$ cat src/rtl/itrx_aib_phy_repair_pkg.sv
// Shared types for the AIB PHY repair sequencer: the repair-word layout and
// the sequencer state encoding.
package itrx_aib_phy_repair_pkg;

  localparam int REPAIR_INFO_W = 11;
  localparam int DIR_BIT       = 10;

  typedef enum logic [1:0] {
    IDLE = 2'd0,
    REQ  = 2'd1,
    DEC  = 2'd2,
    FIN  = 2'd3
  } seq_state_e;

  // dir: 1 = TX, 0 = RX
  typedef struct packed {
    logic       dir;
    logic [9:0] addr;
  } repair_info_t;

endpackage

$ cat src/rtl/itrx_aib_phy_repair_dec.sv
// Combinational encoder that turns one repair word into the redun_engage shift
// vector of a single channel.
module itrx_aib_phy_repair_dec
  import itrx_aib_phy_repair_pkg::*;
#(
  parameter  int NADDR = 22,
  localparam int W     = 2 * NADDR + 1
) (
  input  repair_info_t   info_i,
  input  logic           vld_i,
  output logic [W-1:0]   engage_o,
  output logic           addr_err_o
);

  localparam int SP = NADDR;

  int   a;
  logic err;

  always_comb begin
    a          = int'(info_i.addr);
    err        = vld_i && (a >= NADDR);
    engage_o   = '0;
    addr_err_o = err;
    // TX fills downward from the split bit, RX fills upward from just above it.
    if (vld_i && !err) begin
      for (int i = 0; i < W; i++) begin
        if (info_i.dir) engage_o[i] = (i <= SP) && (i >= SP - 1 - a);
        else            engage_o[i] = (i >= SP + 1) && (i <= SP + 1 + a);
      end
    end
  end

endmodule

$ cat src/rtl/itrx_aib_phy_repair_seq.sv
// Repair-info loader: sweeps all channels over a req/ack read port, encodes each
// repair word through one shared encoder and holds the per-channel vectors.
//
//   state | meaning
//   IDLE  | waiting for start after reset
//   REQ   | rd_req high for channel idx, waiting for ack or timeout
//   DEC   | write encoded vector for idx, advance or finish
//   FIN   | sweep complete, done held until next start
module itrx_aib_phy_repair_seq
  import itrx_aib_phy_repair_pkg::*;
#(
  parameter  int MAXCH = 24,
  parameter  int NADDR = 22,
  parameter  int TOUT  = 255,
  parameter  int CHW   = (MAXCH > 1) ? $clog2(MAXCH) : 1,
  localparam int W     = 2 * NADDR + 1
) (
  input  logic                          clk,
  input  logic                          rst_n,
  input  logic                          start_i,
  output logic                          rd_req_o,
  output logic [CHW-1:0]                rd_ch_o,
  input  logic                          rd_ack_i,
  input  logic [REPAIR_INFO_W-1:0]      rd_info_i,
  input  logic                          rd_vld_i,
  output logic [MAXCH-1:0][W-1:0]       redun_engage_o,
  output logic [MAXCH-1:0]              addr_err_o,
  output logic [MAXCH-1:0]              tout_err_o,
  output logic                          busy_o,
  output logic                          done_o
);

  localparam int CW = $clog2(TOUT + 1);

  seq_state_e             state_q, state_d;
  logic [CHW-1:0]         idx_q, idx_d;
  logic [CW-1:0]          cnt_q, cnt_d, cnt_inc;
  repair_info_t           info_q;
  logic                   vld_q;
  logic [MAXCH-1:0][W-1:0] engage_q;
  logic [MAXCH-1:0]       aerr_q, terr_q;

  logic                   clr, cap_ack, cap_tout, wr;
  logic [W-1:0]           dec_engage;
  logic                   dec_err;

  itrx_aib_phy_repair_dec #(.NADDR(NADDR)) u_dec (
    .info_i     (info_q),
    .vld_i      (vld_q),
    .engage_o   (dec_engage),
    .addr_err_o (dec_err)
  );

  assign cnt_inc = cnt_q + CW'(1);

  always_comb begin
    state_d  = state_q;
    idx_d    = idx_q;
    cnt_d    = cnt_q;
    clr      = 1'b0;
    cap_ack  = 1'b0;
    cap_tout = 1'b0;
    wr       = 1'b0;
    case (state_q)
      IDLE, FIN: begin
        if (start_i) begin
          clr     = 1'b1;
          idx_d   = '0;
          cnt_d   = '0;
          state_d = REQ;
        end
      end
      REQ: begin
        cnt_d = cnt_inc;
        // An ack on the terminal cycle takes priority over the timeout.
        if (rd_ack_i) begin
          cap_ack = 1'b1;
          state_d = DEC;
        end else if (cnt_inc == CW'(TOUT)) begin
          cap_tout = 1'b1;
          state_d  = DEC;
        end
      end
      DEC: begin
        wr    = 1'b1;
        cnt_d = '0;
        if (idx_q == CHW'(MAXCH - 1)) begin
          state_d = FIN;
        end else begin
          idx_d   = idx_q + CHW'(1);
          state_d = REQ;
        end
      end
      default: state_d = IDLE;
    endcase
  end

  always_ff @(posedge clk or negedge rst_n) begin
    if (!rst_n) begin
      state_q <= IDLE;
      idx_q   <= '0;
      cnt_q   <= '0;
    end else begin
      state_q <= state_d;
      idx_q   <= idx_d;
      cnt_q   <= cnt_d;
    end
  end

  always_ff @(posedge clk or negedge rst_n) begin
    if (!rst_n) begin
      info_q   <= '0;
      vld_q    <= 1'b0;
      engage_q <= '0;
      aerr_q   <= '0;
      terr_q   <= '0;
    end else begin
      if (clr) begin
        engage_q <= '0;
        aerr_q   <= '0;
        terr_q   <= '0;
      end
      if (cap_ack) begin
        info_q <= repair_info_t'(rd_info_i);
        vld_q  <= rd_vld_i;
      end
      if (cap_tout) begin
        info_q        <= '0;
        vld_q         <= 1'b0;
        terr_q[idx_q] <= 1'b1;
      end
      if (wr) begin
        engage_q[idx_q] <= dec_engage;
        aerr_q[idx_q]   <= dec_err;
      end
    end
  end

  assign rd_req_o       = (state_q == REQ);
  assign rd_ch_o        = idx_q;
  assign busy_o         = (state_q == REQ) || (state_q == DEC);
  assign done_o         = (state_q == FIN);
  assign redun_engage_o = engage_q;
  assign addr_err_o     = aerr_q;
  assign tout_err_o     = terr_q;

endmodule

$ cat config.mk
export PLATFORM = sky130hd
export DESIGN_NAME = itrx_aib_phy_repair_seq
export DESIGN_NICKNAME = d
export VERILOG_FILES = /design/src/rtl/itrx_aib_phy_repair_pkg.sv /design/src/rtl/itrx_aib_phy_repair_dec.sv /design/src/rtl/itrx_aib_phy_repair_seq.sv
export SDC_FILE = /design/constraint.sdc
export NUM_CORES = 1
export LEC_CHECK = 0
export CORE_AREA = 10 10 439 441
export DETAILED_ROUTE_END_ITERATION = 6
export DIE_AREA = 0 0 449 451
export REMOVE_ABC_BUFFERS = 1
export SETUP_SLACK_MARGIN = 0.05
export SYNTH_ARGS = -nofsm -noshare
export SYNTH_HDL_FRONTEND = slang
export SYNTH_SLANG_ARGS = --single-unit
export TNS_END_PERCENT = 30
$ cat constraint.sdc
create_clock -name clk -period 2.82 [get_ports clk]
set_input_delay 0.423 -clock clk [delete_from_list [all_inputs] [get_ports clk]]
set_output_delay 0.423 -clock clk [all_outputs]
set_load 0.1 [all_outputs]
==> flow_summary_export.csv <==
group,metric,value,unit
clock_tree,cts_max_path_buffers,3,
route,routed.top_layer,"met5",
global_route,antenna_found_initial,25,
timing,rsz0062_at_grt,"yes",
route,ant_nets,0,
clock_tree,clk_pin_slew_worst_paths,0.06,ns
power,ir_drop,0.000588,V
placement,place_hpwl,153000,um
power,power_density,792,nW/um^2
global_route,grt_pass1_wl,300000,um
route,drc,0,
logic_synthesis,async_flop_share,100,%
route,routed-wl-met2,111000,um
logic_synthesis,netlist.area_leader.share,65.0,%
route,drt_iter0_drc,3167,
critical_path,start_kind,"flop",
clock_tree,htreeDepth,4,
logic_synthesis,syn_area,44500,um^2
finish,nets,5576,
floorplan,dieArea,202000,um^2
logic_synthesis,ys_seq_elements,1155,
floorplan,fp.dieH,451,um
clock_tree,cts_tree,"yes",
logic_synthesis,synth_cells,4333,
logic_synthesis,synth_common_cells,"dfrtp_1, o21ai_0, nand2_1, nand3_1, clkbuf_1",
route,vias,39700,
finish,final_core_util,34.5,%
floorplan,ios,1152,
clock_tree,clock-sinks,1155,
timing,setup_viol,0,
critical_path,crit_path_max_fanout,12,
timing,fin_crit,2.70,ns
global_route,grt_pass1_vias,39100,
critical_path,critical_path_required,3.54,ns
critical_path,path_class,"reg2reg",
global_route,grt_max_degree,77,
logic_synthesis,synthDistinctLibCells,82,
timing,fmaxAchievable,0.371,GHz
logic_synthesis,ys_warn_count,0,
floorplan,rows,158,
timing,slew_headroom,21.4,%
power,total_power,50300,uW
clock_tree,cts_buffers,131,
critical_path,worstSetupEndpointType,"flop",
placement,gp_congestion,0.848,
critical_path,cp_cell_sequence,"inv_4 > ha_4 > a21bo_2 > buf_4 > a31oi_2 > o22ai_1 > buf_4 > o22ai_2 > buf_12 > buf_12 > a31oi_4 > buf_12 > clkbuf_16 > o21ai_0",
route,drtPass1Iterations,5,
global_route,track_usage,20.3,%
run_status,status,"completed",
timing,finClkSkew,0.0458,ns
timing,maxSlewViolCount,0,
logic_synthesis,synth_flop_cell,"dfrtp_1",
route,met1_length,81900,um
power,leakagePower,0.0302,uW
timing,worst_pin_slew,1.18,ns
critical_path,critPathMostFrequentCell,"buf_12",
finish,drive_above_1_share,31.9,%
logic_synthesis,synthMostInstantiatedCell,"dfrtp_1",
timing,period_share,95.6,%
finish,area_growth,42.7,%
timing,tns,0,ns
route,routedWlPerCell,27.1,um
global_route,grt_overflow,0,
clock_tree,root_buffer,"clkbuf_16",
logic_synthesis,yosysTopAreaCell,"dfrtp_1",
clock_tree,insertion_delay,0.82,ns
floorplan,core_area,184000,um^2
placement,port-buffer-count,1151,
route,wirelength,220000,um
floorplan,start_util,24.2,%
worst_hold_path,hold_class,"in2reg",
critical_path,max_stage_delay,0.41,ns
logic_synthesis,netlist_top_cells_area,"dfrtp_1, o21ai_0, nand3_1, nand2_1, clkbuf_1",
route,viasPerCell,4.88,
run,maxCapViolations,0,
critical_path,cp.arrival,3.42,ns
logic_synthesis,syn_area_per_cell,10.3,um^2
logic_synthesis,synth-seq-area-share,65.0,%
critical_path,cp_slowest_cell,"dfrtp_1",
logic_synthesis,synth_edf_count,0,
floorplan,die_w,449,um
timing,finalHoldViolations,0,
route,met3_length,15800,um
[worst max-delay path: cells and delay by family (launching register included)]
family                     cells  cell delay, ns
DFF                            1            0.41
AOI/OAI and AO/OA              6            0.97
buffers and inverters          7            1.07
adders and majority gates      1            0.15
[area by class of cell]
class / instances / area [um^2]
Multi-Input combinational cell: 2763 / 14600
Timing Repair Buffer: 1473 / 12400
Tap cell: 2480 / 3100
Fill cell: 18800 / 121000
Antenna cell: 19 / 47.5
Clock buffer: 185 / 3650
Clock inverter: 47 / 721
Inverter: 14 / 55.1
Sequential cell: 1155 / 28900
[path summary, 6_finish.rpt]
kind | from | end | slack [ns] | cells past startpoint
min in group asynchronous | rst_n | cnt_q[6] | 0.30 | 2
worst min-delay path | rd_info_i[5] | info_q[5] | 0.22 | 2
max in group asynchronous | rst_n | redun_engage_o[452] | 1.42 | 3
worst min register to register | redun_engage_o[563] | redun_engage_o[563] | 0.48 | 2
worst max register to register | info_q[1] | redun_engage_o[248] | 0.12 | 14
worst max-delay path | info_q[1] | redun_engage_o[248] | 0.12 | 14
[logic make-up (layout without fill, tap and decap cells)]
logic type	count (synthesis)	after routing	synth area share, %
simple gates	1366	1368	13.8
compound gates	1360	1360	16.7
flops	1155	1155	65.0
buf+inv	417	1719	3.70
fa+ha+maj	22	22	0.619
xor+xnor	12	12	0.236
mux	1	1	0.0225
other cells	0	19	0
[metal layers]
metal / track usage (%) / up-vias
met1: 23.0 / 20100
li1: - / 17500
met2: 35.1 / 1675
met3: 5.46 / 415
met5: 0 / -
met4: 9.92 / 2
[timing repair]
action / in CTS / in global routing
endpoints found under the hold margin: 23 / 0
pin swaps: 3 / 7
gates resized for setup: 2 / 65
cloned: 0 / 12
setup endpoints to repair: 54 / 633
hold buffers: 1 / 0
setup buffers: 1 / 27
[flip-flops by register name (all words and copies together), names as in the netlist]
signal,flops
tout_err_o,24
vld_q,1
state_q,2
rd_ch_o,5
info_q,11
cnt_q,8
addr_err_o,24
redun_engage_o,1080
[cells in the final DEF (no fill, tap or decap), types with 12 or more instances in the layout]
master,count
buf_4,1350
buf_12,89
a221oi_1,28
nand2_1,587
diode_2,19
nor2_1,57
a31oi_1,21
nor2_2,17
or3_1,14
dfrtp_1,1153
o21ai_0,1055
clkbuf_1,37
a22o_1,28
nor2_4,15
o21ai_1,27
clkbuf_16,139
inv_1,12
nand3_1,548
clkinv_2,13
a21oi_1,109
nand2_2,46
clkbuf_8,17
clkdlybuf4s50_1,14
ha_1,17
nor3_1,17
[through the flow]
| step | instances | cell area, um^2 | hold slack [ns] | setup slack, ns |
|---|---|---|---|---|
| 6_report | 8136 | 63500 | 0.216 | 0.125 |
| 3_3_place_gp | 7844 | 58300 | 0.462 | 0.00405 |
| 4_1_cts | 8078 | 62700 | 0.148 | 0.0127 |
| 5_1_grt | 8129 | 63500 | 0.188 | 0.0254 |
| 3_5_place_dp | 7844 | 58300 | 0.471 | -0.0344 |
| 2_1_floorplan | 3930 | 42900 | 0.127 | -6.99 |
[where the power goes]
part	total [uW]	switching [uW]	leakage, uW	internal (uW)
Combinational	15900	11400	0.0120	4450
Clock	17400	7490	0.00212	9940
Sequential	16900	205	0.0161	16700
Note: power is estimated with default switching activity, not from simulation.
